$ cat src/rtl/flit_mux_rr.sv
// N:1 wormhole flit mux: round-robin on HEAD flits, lock until TAIL, registered output.
// Optional FLIT_MUX_FORCE_SEL_EN adds force_en/force_sel to pin the IDLE-state grant.
module flit_mux_rr #(
    parameter int NIN   = 4,
    parameter int DATAW = 64,
    parameter int VCHW  = 2,
    parameter int TYPEW = 2
) (
    input  logic                          clk,
    input  logic                          rst_,
    input  logic [NIN*(TYPEW+DATAW)-1:0]  idata,
    input  logic [NIN-1:0]                ivalid,
    input  logic [NIN*VCHW-1:0]           ivch,
    output logic [NIN-1:0]                iready,
    output logic [TYPEW+DATAW-1:0]        odata,
    output logic                          ovalid,
    output logic [VCHW-1:0]               ovch,
    input  logic                          oready,
`ifdef FLIT_MUX_FORCE_SEL_EN
    input  logic [$clog2(NIN)-1:0]        force_sel,
    input  logic                          force_en,
`endif
    output logic [$clog2(NIN)-1:0]        owner,
    output logic                          locked
);

    localparam int FW   = TYPEW + DATAW;
    localparam int SELW = $clog2(NIN);

    localparam logic [TYPEW-1:0] T_NONE = TYPEW'(0);
    localparam logic [TYPEW-1:0] T_HEAD = TYPEW'(1);
    localparam logic [TYPEW-1:0] T_TAIL = TYPEW'(2);

    typedef enum logic {IDLE, LOCKED} state_t;

    state_t            state_q, state_d;
    logic [SELW-1:0]   owner_q, owner_d;
    logic [SELW-1:0]   rr_q, rr_d, rr_nxt;
    logic [SELW-1:0]   win, sel;
    logic              found;
    logic [NIN-1:0]    pvalid, head, grant;
    logic [FW-1:0]     flit;
    logic [VCHW-1:0]   vch;
    logic [TYPEW-1:0]  ftype;
    logic              can_load, xfer, upd_rr;
    int                idx;

`ifdef FLIT_MUX_FORCE_SEL_EN
    logic forced_q, forced_d;
    assign upd_rr = !forced_q;
`else
    assign upd_rr = 1'b1;
`endif

    assign can_load = !ovalid || oready;

    always_comb begin
        pvalid = '0;
        head   = '0;
        for (int k = 0; k < NIN; k++) begin
            pvalid[k] = ivalid[k] &&
                (idata[k*FW+DATAW +: TYPEW] != T_NONE);
            head[k]   = ivalid[k] &&
                (idata[k*FW+DATAW +: TYPEW] == T_HEAD);
        end
    end

    // First HEAD found scanning upward from rr_q, wrapping at NIN.
    always_comb begin
        found = 1'b0;
        win   = '0;
        idx   = 0;
`ifdef FLIT_MUX_FORCE_SEL_EN
        if (force_en) begin
            if (int'(force_sel) < NIN && head[force_sel]) begin
                found = 1'b1;
                win   = force_sel;
            end
        end else begin
`else
        begin
`endif
            for (int i = 0; i < NIN; i++) begin
                idx = int'(rr_q) + i;
                if (idx >= NIN) idx = idx - NIN;
                if (!found && head[idx]) begin
                    found = 1'b1;
                    win   = SELW'(idx);
                end
            end
        end
    end

    always_comb begin
        grant = '0;
        if (rst_) begin
            if (state_q == IDLE) begin
                if (found) grant[win] = can_load;
            end else begin
                grant[owner_q] = can_load && pvalid[owner_q];
            end
        end
    end

    assign iready = grant;
    assign xfer   = |grant;
    assign sel    = (state_q == IDLE) ? win : owner_q;
    assign flit   = idata[sel*FW +: FW];
    assign vch    = ivch[sel*VCHW +: VCHW];
    assign ftype  = flit[FW-1 -: TYPEW];
    assign rr_nxt = (owner_q == SELW'(NIN-1)) ? '0 : owner_q + 1'b1;

    always_comb begin
        state_d  = state_q;
        owner_d  = owner_q;
        rr_d     = rr_q;
`ifdef FLIT_MUX_FORCE_SEL_EN
        forced_d = forced_q;
`endif
        unique case (state_q)
            IDLE: begin
                if (xfer) begin
                    state_d  = LOCKED;
                    owner_d  = win;
`ifdef FLIT_MUX_FORCE_SEL_EN
                    forced_d = force_en;
`endif
                end
            end
            LOCKED: begin
                if (xfer && ftype == T_TAIL) begin
                    state_d = IDLE;
                    if (upd_rr) rr_d = rr_nxt;
                end
            end
            default: state_d = IDLE;
        endcase
    end

    always_ff @(posedge clk or negedge rst_) begin
        if (!rst_) begin
            state_q  <= IDLE;
            owner_q  <= '0;
            rr_q     <= '0;
`ifdef FLIT_MUX_FORCE_SEL_EN
            forced_q <= 1'b0;
`endif
            odata    <= '0;
            ovch     <= '0;
            ovalid   <= 1'b0;
        end else begin
            state_q  <= state_d;
            owner_q  <= owner_d;
            rr_q     <= rr_d;
`ifdef FLIT_MUX_FORCE_SEL_EN
            forced_q <= forced_d;
`endif
            if (xfer) begin
                odata  <= flit;
                ovch   <= vch;
                ovalid <= 1'b1;
            end else if (oready) begin
                ovalid <= 1'b0;
            end
        end
    end

    assign owner  = owner_q;
    assign locked = (state_q == LOCKED);

endmodule

$ cat config.mk
export PLATFORM = sky130hd
export DESIGN_NAME = flit_mux_rr
export DESIGN_NICKNAME = d
export VERILOG_FILES = /design/src/rtl/flit_mux_rr.sv
export SDC_FILE = /design/constraint.sdc
export NUM_CORES = 1
export LEC_CHECK = 0
export ABC_AREA = 1
export BUFFER_PORTS_ARGS = -buffer_cell sky130_fd_sc_hd__clkbuf_2
export CAP_MARGIN = 20
export CORE_UTILIZATION = 30
export DETAILED_ROUTE_END_ITERATION = 6
export HOLD_SLACK_MARGIN = 0.15
export PLACE_DENSITY = 0.59
export SETUP_SLACK_MARGIN = 0.02
export SYNTH_ARGS = -nofsm -noshare
export SYNTH_HDL_FRONTEND = slang
export SYNTH_SLANG_ARGS = --single-unit
$ cat constraint.sdc
create_clock -name clk -period 2 [get_ports clk]
set_input_delay 0.1 -clock clk [delete_from_list [all_inputs] [get_ports clk]]
set_output_delay 0.1 -clock clk [all_outputs]
set_load 0.02 [all_outputs]
=== Word level (Yosys, flattened, before mapping) ===
Cells that the tools add are included.

* Register bits: 74
* Input bits: 279
* Logic and storage cells: 106

* $add $sub $neg: 8
* Multipliers: 1
* $lt $le $gt $ge: 12
* Eq/ne operators: 6
* Shift-type cells: 2
* Muxes and demuxes: 40
* Bitwise gates (word level): 3
* Reduce and logical (&&, ||, !) cells: 28

{| class="wikitable"
|+ Operators with widths
! kind !! number
|-
| $shiftx A264 B10 Y66 || 1
|-
| $lt A32 B4 Y1 const B || 4
|-
| $mux W32 || 4
|-
| $mux W1 || 19
|-
| $logic_and A1 B1 Y1 || 15
|-
| $mux W2 || 6
|-
| $mux W4 || 3
|-
| $sub A3 B3 Y4 const B || 3
|-
| $bmux W1 S2 || 5
|-
| $reduce_bool A2 Y1 || 5
|-
| $ge A3 B3 Y1 const B || 3
|-
| $and A4 B4 Y4 || 2
|-
| $eq A2 B1 Y1 const B || 4
|-
| $mul A2 B6 Y8 const B || 1
|-
| $shiftx A8 B4 Y2 || 1
|-
| $add A2 B2 Y3 const B || 2
|-
| $lt A2 B3 Y1 const B || 2
|-
| $demux W1 S2 || 2
|-
| $eq A2 B2 Y1 const B || 2
|-
| $ge A2 B1 Y1 const B || 2
|-
| $logic_not A1 Y1 || 4
|-
| $reduce_and A2 Y1 || 2
|-
| $reduce_or A4 Y1 || 1
|-
| $sub A2 B3 Y4 const B || 1
|-
| other kinds (6) || 6
|}

=== Logic depth before layout (Yosys ltp) ===
Gate-level depths: netlist (run 1).

* Depth in word-level cells: 27
* Gate-level depth with buffers: 19
* Mapped depth without buffers: 18

=== Worst setup path before layout (run 1) ===
No wires, ideal clock.

* Path type: register to register
* Start point: reg state_q, in the netlist locked
* End point: reg odata[37]
* Library setup time: 0.117 ns
* Data arrival time: 1.880 ns
* Path slack: 0.003 ns
* Stages on the path, launching flop included: 11
* Buffers on the path: 3
* Clock period less this slack: 1.997 ns
* Cell sequence: dfrtp_1 > clkbuf_1 > clkinv_1 > nand3_2 > nand2_4 > buf_6 > buf_4 > o21ai_0 > o22ai_1 > nand2_1 > nand2_1

* Cells in the longest elaborated chain, start to end: 3
* Elaborated cells on any way between the ends: 6
* Classes of those cells: mul (1); shift (1); mux (3); reduce/logical (1)

{| class="wikitable"
|+ Ends and longest elaborated chain
! item !! RTL line !! source
|-
| start: declaration || 36 || <nowiki>state_t state_q, state_d;</nowiki>
|-
| start signal: assignment || 152 || <nowiki>state_q <= state_d;</nowiki>
|-
| $mux W2 / $mux W4 (equally long branches) || 107, 97 ||
|-
| $mul A2 B6 Y8 / $mux W4 (equally long branches) || 108, 96 ||
|-
| $shiftx A264 B10 Y66 / $reduce_or A4 Y1 (equally long branches) || 108, 106 ||
|-
| end signal: assignment || 159 || <nowiki>odata <= flit;</nowiki>
|-
| end: declaration || 15 || <nowiki>output logic [TYPEW+DATAW-1:0] odata,</nowiki>
|}

Several ways; a longest one is shown, not always the timed one.
A chain may end at the register's enable or synchronous reset.

=== Worst setup path after layout (run 1) ===
* Start point: reg rr_q[0]
* End point: reg odata[56]

* Cells in the longest elaborated chain, start to end: 24
* Elaborated cells on any way between the ends: 54
* Classes of those cells: add/sub (7); mul (1); order compare (6); shift (1); mux (30); bitwise (1); reduce/logical (8)

{| class="wikitable"
|+ Ends and longest elaborated chain
! item !! RTL line !! source
|-
| start: declaration || 38 || <nowiki>logic [SELW-1:0] rr_q, rr_d, rr_nxt;</nowiki>
|-
| start signal: assignment || 154 || <nowiki>rr_q <= rr_d;</nowiki>
|-
| parallel branches: the longest is 24 deep, another holds $sub A3 B3 Y4 || n/a ||
|}

Parallel ways; which one is timed is not known. The select of a mux whose other input is x is not followed.

==> results of run 1 <==
## what timing repair did
item                                   4_1_cts  5_1_grt
setup buffers                                4       11
pin swaps                                    7       42
resized for setup                           77      114
gates cloned                                 0       14
setup endpoints to repair                   78       78
hold buffers                                79        3
endpoints found under the hold margin       56        2
## flip-flops by register name, summed over array words and instances (netlist names)
name,cells
owner,2
odata,66
locked,1
ovalid,1
rr_q,2
ovch,2
## kinds of logic after synthesis
logic type / synth area share (%)
AND/OR/NAND/NOR: 35.8
buffers and inverters: 12.6
flip-flops: 31.4
AO/OA/AOI/OAI: 19.4
adder cells (fa/ha/maj): 0.849
## layout make-up
type,instances,share of cell area (%)
Clock buffer,10,2.16
Clock inverter,6,0.625
Inverter,92,3.34
Multi-Input combinational cell,742,35.8
Sequential cell,74,17.5
Tap cell,260,3.07
Timing Repair Buffer,546,37.5
## placed cells by master (no fill, tap or decap), types with 4 or more instances in the layout
master         instances
nand3_1               24
o21ai_2               11
nor2_2                 6
nand2_1              353
nand3_2                9
buf_12                15
a21oi_1               55
clkbuf_2             349
buf_4                 56
nor2_1                70
nand2_2               37
o22ai_2               18
clkbuf_16             20
clkbuf_8               4
buf_8                  4
a21oi_2               14
inv_1                 82
nand2_4               12
dfrtp_1               73
o22ai_1               48
o21ai_1               40
dlygate4sd3_1         82
inv_2                  6
buf_6                 24
ha_1                   4
nand4_1                9
o21ai_0               20
## worst max path at each step
stage,to,slack (ns),depth (start not counted),start
after global placement,rr_q[1],-0.31,18,rr_q[0]
after global routing,odata[56],-0.56,14,rr_q[0]
final,odata[56],-0.40,16,rr_q[0]
after CTS,iready[3],-0.31,14,rr_q[0]
after floorplan,odata[37],0.02,17,rr_q[0]
after detailed placement,odata[26],-0.36,16,rr_q[0]
## metal layers
layer,vias up,track usage (%),routed length (um)
met5,-,0,0
met3,52,4.14,1750
met4,0,9.85,881
li1,4105,-,-
met1,3816,27.2,11400
met2,361,44.3,13500
## through the flow
| stage | utilization (%) | worst slack [ns] | TNS [ns] |
|---|---|---|---|
| after CTS | 51.4 | -0.312 | -19.57 |
| final | 55.9 | -0.403 | -24.18 |
| after global routing | 55.9 | -0.562 | -36.32 |
| after floorplan | - | 0.0228 | 0 |
| after detailed placement | 44.4 | -0.356 | -24.50 |
| after global placement | 44.4 | -0.315 | -21.26 |
## power groups by stage
stage               Sequential (mW)  Combinational (mW)  Clock (mW)
global placement               2.86                12.9           0
floorplan                      3.57                7.63           0
global route                   2.92                18.1        1.75
CTS                            2.85                13.7        1.70
detailed placement             2.84                12.9           0
finish                         2.84                16.7        1.65
## cell usage after synthesis, drive strengths merged
master / instances
nand2: 403
inv: 91
nor2: 79
dfrtp: 74
o21ai: 73
a21oi: 70
o22ai: 66
buf: 46
nand3: 35
clkbuf: 21
nand4: 9
ha: 4
clkinv: 1
o211ai: 1
or2: 1
## critical path: cells and delay by family, from the launching register on
family	cells	cell delay [ns]
buffers and inverters	5	0.73
DFF	1	0.46
and+or+nand+nor	8	0.66
AOI/OAI and AO/OA	3	0.50
==> impl_metrics.tcl, run 1 <==
set metrics [dict create \
    die_w_um 142 \
    critPathKind "register to register" \
    failed_checks "negative setup slack" \
    place_inst 1603 \
    layout-drive-gt1-share_pct 41.4 \
    synth_area_per_cell_um2 6.05 \
    route.detailed.drc 0 \
    maxCapViolCount 0 \
    tritoncts "yes" \
    irDropWorstVdd_mv 0.930 \
    ys_warn_count 0 \
    start_kind "register" \
    grt_max_degree 61 \
    outcome "complete, but fails checks" \
    slowest_delay_ns 0.46 \
    synth_area_leaders "dfrtp_1 (31%), nand2_1 (25%), o22ai_1 (7.0%)" \
    synthCells 974 \
    wl_per_cell_um 15.9 \
    ioPinCount 355 \
    grt_pass1_wl_um 37700 \
    grt_pass1_vias 7652 \
    portBuffers 354 \
    p_total_mw 21.1 \
    final_nets 1748 \
    start_util_pct 31.1 \
    hold_viol_final 0 \
    intPower_mw 10.4 \
    die_h_um 142 \
    crit_top_cell "nand2_1" \
    synth.top_cell.area_share_pct 31.4 \
    min_path_cells 5 \
    r2r-start "rr_q[0]" \
    gp_congestion 0.889 \
    cts_buffers 9 \
    avgViaCountPerCell 4.82 \
    htree_levels 3 \
    fin_ws_ns -0.403 \
    gr-usage-all-layers_pct 24.0 \
    grt_overflow 0 \
    row_count 50 \
    p_leak_nw 5.95 \
    ys_seq_elements 74 \
    ys_seq_area_share_pct 31.4 \
    required_ns 2.28 \
    dpl_cell_area_um2 8420 \
    end_kind "register" \
    clk_pin_slew_ns 0.06 \
    crit_path_top_delay_cell "dfrtp_2" \
    area_delta_synth_final_pct 79.9 \
    slew_violations 0 \
    syn_area_um2 5890 \
    p_comb_share_pct 78.8 \
    regToRegSetupSlack_ns -0.40 \
    vias 8334 \
    clkPwrFrac_pct 7.8 \
    hpwl_um 18200 \
    multiInputGateArea_um2 3800 \
    hold_ws_ns 0.134 \
    fillers 1797 \
    tightestPinTransition_ns 0.813 \
    p_per_area_nw_per_um2 1990 \
    hold_start "idata[206]" \
    cts-root-buf "clkbuf_16" \
    antenna_found_initial 0 \
    pwr-share-seq_pct 13.4 \
    diodes 0 \
    worstPathArrival_ns 2.68 \
    synth_top_cell_by_area "dfrtp_1" \
    clk_latency_ns 0.34 \
    syn_nets 1257 \
    clk_path_buf_depth 2 \
    core_um2 19000 \
    clock_skew_ns 0.00633 \
    max_freq_mhz 416 \
    p_switching_mw 10.7 \
    reg2reg_to "odata[56]" \
    drt_iter0_drc 341 \
    reg2reg_depth 16 \
    min_to "odata[8]" \
    cp_max_fo 10 \
    final_cells 1730 \
    final_area_um2 10600 \
    setup-violations-final 78 \
    swShare_pct 50.7 \
    hold_path.class "input pin to register" \
    path_cells "buf_6, buf_4, nand2_1, nand3_1, buf_4, nand2_1, nand2_1, nand3_2, nand2_2, o21ai_4, buf_12, buf_4, o21ai_0, o22ai_1, nand2_1, nand2_1" \
    drt_pass1_iterations 7 \
    totalWireLength_um 27500 \
    ant_nets 0 \
    clock_sinks 74 \
    min_period_ns 2.40 \
    rsz0062_at_grt "yes" \
    synth_cell_types 25 \
    slew_headroom_pct 45.8 \
    die_area_um2 20200 \
    period_share_pct 120 \
    seqCellArea_um2 1850 \
]
(Power assumes the default switching activity.)
==> run 2, diff against run 1 <==
--- a/config.mk
+++ b/config.mk
@@ -8,10 +8,12 @@
 export ABC_AREA = 1
 export BUFFER_PORTS_ARGS = -buffer_cell sky130_fd_sc_hd__clkbuf_2
 export CAP_MARGIN = 20
-export CORE_UTILIZATION = 30
+export CELL_PAD_IN_SITES_DETAIL_PLACEMENT = 1
+export CELL_PAD_IN_SITES_GLOBAL_PLACEMENT = 2
+export CORE_UTILIZATION = 19
 export DETAILED_ROUTE_END_ITERATION = 6
 export HOLD_SLACK_MARGIN = 0.15
-export PLACE_DENSITY = 0.59
+export PLACE_DENSITY = 0.77
 export SETUP_SLACK_MARGIN = 0.02
 export SYNTH_ARGS = -nofsm -noshare
 export SYNTH_HDL_FRONTEND = slang
==> run 2 against run 1 <==
The flow still finishes with violations (negative setup slack). Combinational power hardly changed. Clock skew is 0.0047 ns higher. Global-route usage is 6.1 points lower. Core utilization is 22 points lower. Power is 1.7% higher. Critical path type unchanged. Largest cell class unchanged. Largest power group unchanged.
==> impl_metrics.tcl, run 2 (synthesis gave the netlist of run 1 again) <==
set metrics [dict create \
    wl_per_cell_um 16.9 \
    regToRegSetupSlack_ns -0.43 \
    final_nets 1720 \
    tightestPinTransition_ns 0.738 \
    max_freq_mhz 412 \
    path_buf_inv 3 \
    antenna_found_initial 2 \
    ioPinCount 355 \
    min_path_cells 5 \
    hold_path.class "input pin to register" \
    failed_checks "negative setup slack" \
    vias 8276 \
    period_share_pct 121 \
    die_h_um 178 \
    pre_cts_ws_ns -0.402 \
    cp_top_family "simple AND/OR/NAND/NOR gates" \
    start_util_pct 19.3 \
    grt_max_degree 54 \
    grtUsageMet3_pct 4.13 \
    grt_pass1_vias 8532 \
    clk_path_buf_depth 2 \
    clock_skew_ns 0.0110 \
    slew_violations 0 \
    grt_overflow 0 \
    area_delta_synth_final_pct 75.3 \
    grt_util_met1_pct 20.0 \
    hpwl_um 22000 \
    required_ns 2.28 \
    final_cells 1839 \
    cts_buffers 9 \
    reg2reg_depth 17 \
    die_w_um 178 \
    clk_latency_ns 0.35 \
    r2r-start "rr_q[0]" \
    end_kind "register" \
    slew_headroom_pct 50.8 \
    min_to "odata[10]" \
    crit_top_cell "nand2_1" \
    cts-root-buf "clkbuf_16" \
    reg2reg_to "odata[14]" \
    hold_ws_ns 0.157 \
    seqCellArea_um2 1850 \
    final_common_cell "nand2_1" \
    gp_congestion 0.856 \
    gr-max-usage-layer "met2" \
    clock_sinks 74 \
    htree_levels 3 \
    clk_pin_slew_ns 0.06 \
    portBuffers 354 \
    start_kind "register" \
    place_inst 1731 \
    critPathLaunch "rr_q[0]" \
    layout-drive-gt1-share_pct 38.0 \
    core_um2 30600 \
    worstPathArrival_ns 2.71 \
    row_count 64 \
    grt_pass1_wl_um 44100 \
    top_register "odata" \
    cp_max_fo 8 \
    fin_ws_ns -0.426 \
    gr-usage-all-layers_pct 17.9 \
    p_leak_nw 5.81 \
    slowest_delay_ns 0.46 \
    route.detailed.drc 0 \
    min_period_ns 2.43 \
    dpl_cell_area_um2 8580 \
    drt_pass1_iterations 4 \
    hold_viol_final 0 \
    avgViaCountPerCell 4.50 \
    final_area_um2 10300 \
    critPathKind "register to register" \
    irDropWorstVdd_mv 0.663 \
    maxCapViolCount 0 \
    tritoncts "yes" \
    ant_nets 0 \
    grt_use_met2_pct 32.8 \
    final_cell_mix "nand2_1 (354), clkbuf_2 (349), inv_1 (84)" \
    largest_register_ffs 66 \
    hold_start "idata[142]" \
    p_per_area_nw_per_um2 2080 \
    totalWireLength_um 31100 \
    drt_iter0_drc 246 \
    die_area_um2 31700 \
    outcome "complete, but fails checks" \
    setup-violations-final 78 \
    rsz0062_at_grt "yes" \
    multiInputGateArea_um2 3620 \
    crit_path_top_delay_cell "dfrtp_2" \
    path_cells "buf_6, nand4_1, nand3_2, nand2_2, nand2_1, nand2_1, nand2_2, nand2_1, nand2_1, nand2_2, nand3_4, nand2_4, nor2_4, buf_8, clkbuf_16, nand2_1, nand2_1" \
    fillers 3958 \
]
[run 2: cell types whose count changed in the layout (fill, tap and decap cells not counted), sizes merged]
cell         change
nand2            +1
inv              -1
diode            +2
dlygate4sd3     -21
clkbuf           -3
buf              -6
bufinv           +1
[run 2: cell type report]
type                            count  area share (%)
Sequential cell                    74            17.9
Timing Repair inverter              1          0.0727
Inverter                           92            3.53
Tap cell                          396            4.80
Clock inverter                      5           0.775
Multi-Input combinational cell    743            35.1
Timing Repair Buffer              516            35.6
Antenna cell                        2          0.0485
Clock buffer                       10            2.22
[run 2: stage by stage]
| stage | util, % | setup TNS (ns) | total power, mW |
|---|---|---|---|
| 6_report | 33.8 | -29.48 | 21.5 |
| 5_1_grt | 33.8 | -41.93 | 23.3 |
| 4_1_cts | 31.7 | -27.41 | 19.1 |
| 3_5_place_dp | 28.0 | -26.57 | 16.4 |
| 3_3_place_gp | 28.0 | -20.91 | 16.2 |
| 2_1_floorplan | - | 0 | 11.2 |
[run 2: worst max-delay path by stage]
stage,endpoint,slack [ns],depth (start not counted)
2_1_floorplan,odata[37],0.02,17
3_3_place_gp,odata[61],-0.31,16
3_5_place_dp,odata[51],-0.40,18
4_1_cts,iready[1],-0.40,13
5_1_grt,odata[14],-0.58,17
6_report,odata[14],-0.43,17
[run 2: layer usage]
layer	up-vias	routed length [um]	share of wire, %
li1	4055	-	-
met1	3889	12400	40
met5	-	0	0
met3	39	2150	6.9
met2	293	15900	51
met4	0	754	2.4
[run 2: worst register-to-register path: cells and delay by family (launching register included)]
family                 cells  cell delay [ns]
buffers and inverters      3             0.48
flip-flops                 1             0.46
AND/OR/NAND/NOR           14             1.42
[run 2: power breakdown]
group / internal [mW] / total (mW) / switching, mW / leakage [nW]
Sequential: 2.32 / 2.84 / 0.512 / 0.915
Combinational: 7.10 / 16.9 / 9.82 / 4.75
Clock: 1.08 / 1.76 / 0.673 / 0.145
[run 2: repair_timing]
item | CTS | global route
hold buffers | 61 | 0
gates cloned | 3 | 14
pin swaps | 13 | 24
endpoints found under the hold margin | 110 | 0
setup endpoints to repair | 78 | 78
gates resized for setup | 32 | 80
buffers inserted | 5 | 9
==> run 3, diff against run 2 <==
==> constraint.sdc (replaced) <==
create_clock -name clk -period 2 [get_ports clk]
set_input_delay 0.1 -clock clk [delete_from_list [all_inputs] [get_ports clk]]
set_output_delay 0.1 -clock clk [all_outputs]
set_load 0.005 [all_outputs]
==> run 3 against run 2 <==
The run still ends with negative setup slack left. Power is 5.0% higher. Wire length is 12% higher. Clock power is 9% higher. Critical path type unchanged. Critical endpoint is now odata[17]. Largest power group unchanged.
==> impl_metrics.tcl, run 3 (synthesis gave the netlist of run 1 again) <==
set metrics [dict create \
    setup-violations-final 78 \
    final_common_cell "clkbuf_2" \
    die_h_um 178 \
    grt_pass1_vias 8670 \
    cp_max_fo 7 \
    p_total_mw 22.6 \
    ant_nets 0 \
    row_count 64 \
    min_period_ns 2.44 \
    r2r-start "rr_q[0]" \
    outcome "complete, but fails checks" \
    core_um2 30600 \
    slew_headroom_pct 50.6 \
    clock_sinks 74 \
    setup_tns_ns -31.53 \
    grt_max_degree 63 \
    irDropWorstVdd_mv 0.780 \
    hold_path.class "input pin to register" \
    place_inst 1751 \
    cts_buffers 9 \
    ioPinCount 355 \
    antenna_found_initial 2 \
    tightestPinTransition_ns 0.742 \
    clk_latency_ns 0.34 \
    fin_ws_ns -0.443 \
    hold_viol_final 0 \
    critPathLaunch "rr_q[0]" \
    top_register "odata" \
    p_per_area_nw_per_um2 2080 \
    clock_skew_ns 0.00915 \
    clk_pin_slew_ns 0.07 \
    worstPathArrival_ns 2.71 \
    final_area_um2 10900 \
    totalWireLength_um 34700 \
    final_nets 1748 \
    die_area_um2 31700 \
    hold_start "idata[245]" \
    htree_levels 3 \
    largest_register_ffs 66 \
    slew_violations 0 \
    multiInputGateArea_um2 3880 \
    drt_iter0_drc 317 \
    clk_path_buf_depth 2 \
    fillers 3945 \
    period_share_pct 122 \
    critPathKind "register to register" \
    avgViaCountPerCell 4.52 \
    dpl_cell_area_um2 8720 \
    die_w_um 178 \
    rsz0062_at_grt "yes" \
    grt_overflow 0 \
    drt_pass1_iterations 4 \
    final_cell_mix "clkbuf_2 (353), nand2_1 (341), inv_1 (80)" \
    tritoncts "yes" \
    gp_congestion 0.847 \
    final_cells 1866 \
    seqCellArea_um2 1850 \
    failed_checks "negative setup slack" \
    end_kind "register" \
    max_freq_mhz 409 \
    start_util_pct 19.3 \
    route.detailed.drc 0 \
    hpwl_um 22900 \
    p_leak_nw 6.09 \
    vias 8437 \
    gr-usage-all-layers_pct 19.2 \
    portBuffers 354 \
    wl_per_cell_um 18.6 \
    cts-root-buf "clkbuf_16" \
    maxCapViolCount 0 \
    required_ns 2.27 \
    layout-drive-gt1-share_pct 42.9 \
    grt_pass1_wl_um 46500 \
    area_delta_synth_final_pct 84.7 \
    start_kind "register" \
]
[run 3: worst paths after layout]
path / slack [ns] / cells past startpoint / endpoint
worst max-delay path: -0.44 / 20 / odata[17]
worst min-delay path: 0.13 / 5 / odata[47]
worst max register to register: -0.44 / 20 / odata[17]
worst min register to register: 0.48 / 2 / ovch[0]
max in group asynchronous: 0.93 / 3 / odata[31]
min in group asynchronous: 0.40 / 3 / rr_q[1]
[run 3: metal layers]
metal | part of all wire [%] | vias up | global-route usage (%)
li1 | - | 4107 | -
met1 | 39 | 3994 | 21.5
met2 | 52 | 299 | 35.1
met3 | 6.7 | 37 | 4.43
met4 | 1.9 | 0 | 6.62
met5 | 0 | - | 0
[run 3: per-stage QoR]
stage | setup WS (ns) | util [%] | hold WS, ns
final | -0.443 | 35.6 | 0.128
after detailed placement | -0.365 | 28.5 | 0.169
after global placement | -0.336 | 28.5 | 0.172
after floorplan | 0.0201 | - | -0.196
after CTS | -0.380 | 32.5 | 0.150
after global routing | -0.605 | 35.6 | 0.142
[run 3: area by class of cell]
| class | instances | share of cell area, % |
|---|---|---|
| Tap cell | 396 | 4.55 |
| Sequential cell | 74 | 17.0 |
| Clock inverter | 5 | 0.954 |
| Multi-Input combinational cell | 742 | 35.7 |
| Antenna cell | 2 | 0.0460 |
| Inverter | 92 | 3.29 |
| Clock buffer | 9 | 2.07 |
| Timing Repair Buffer | 546 | 36.4 |
[run 3: critical path, cell delays in order (launching register included)]
cell	delay, ns
dfrtp_1	0.43
inv_2	0.09
buf_6	0.13
nand2_2	0.07
nand2_4	0.08
inv_4	0.08
nand3_2	0.09
nand2_2	0.11
inv_2	0.04
nand4_1	0.07
buf_4	0.15
nand2_4	0.06
nand2_4	0.07
nand2_4	0.06
nand3_4	0.09
nand2_4	0.09
nor2_4	0.18
clkbuf_16	0.19
buf_16	0.14
nand2_1	0.06
nand2_1	0.06
[run 3: where the power goes]
part | internal (mW) | total (mW) | switching [mW]
combinational | 7.95 | 17.8 | 9.90
sequential | 2.32 | 2.82 | 0.498
clock | 1.21 | 1.92 | 0.707
[run 3: repair_timing]
| action | 4_1_cts | 5_1_grt |
|---|---|---|
| cloned | 2 | 16 |
| hold endpoints to repair | 107 | 1 |
| setup buffers | 17 | 6 |
| hold buffers | 58 | 1 |
| pin swaps | 5 | 30 |
| setup endpoints to repair | 78 | 78 |
| resized for setup | 40 | 160 |
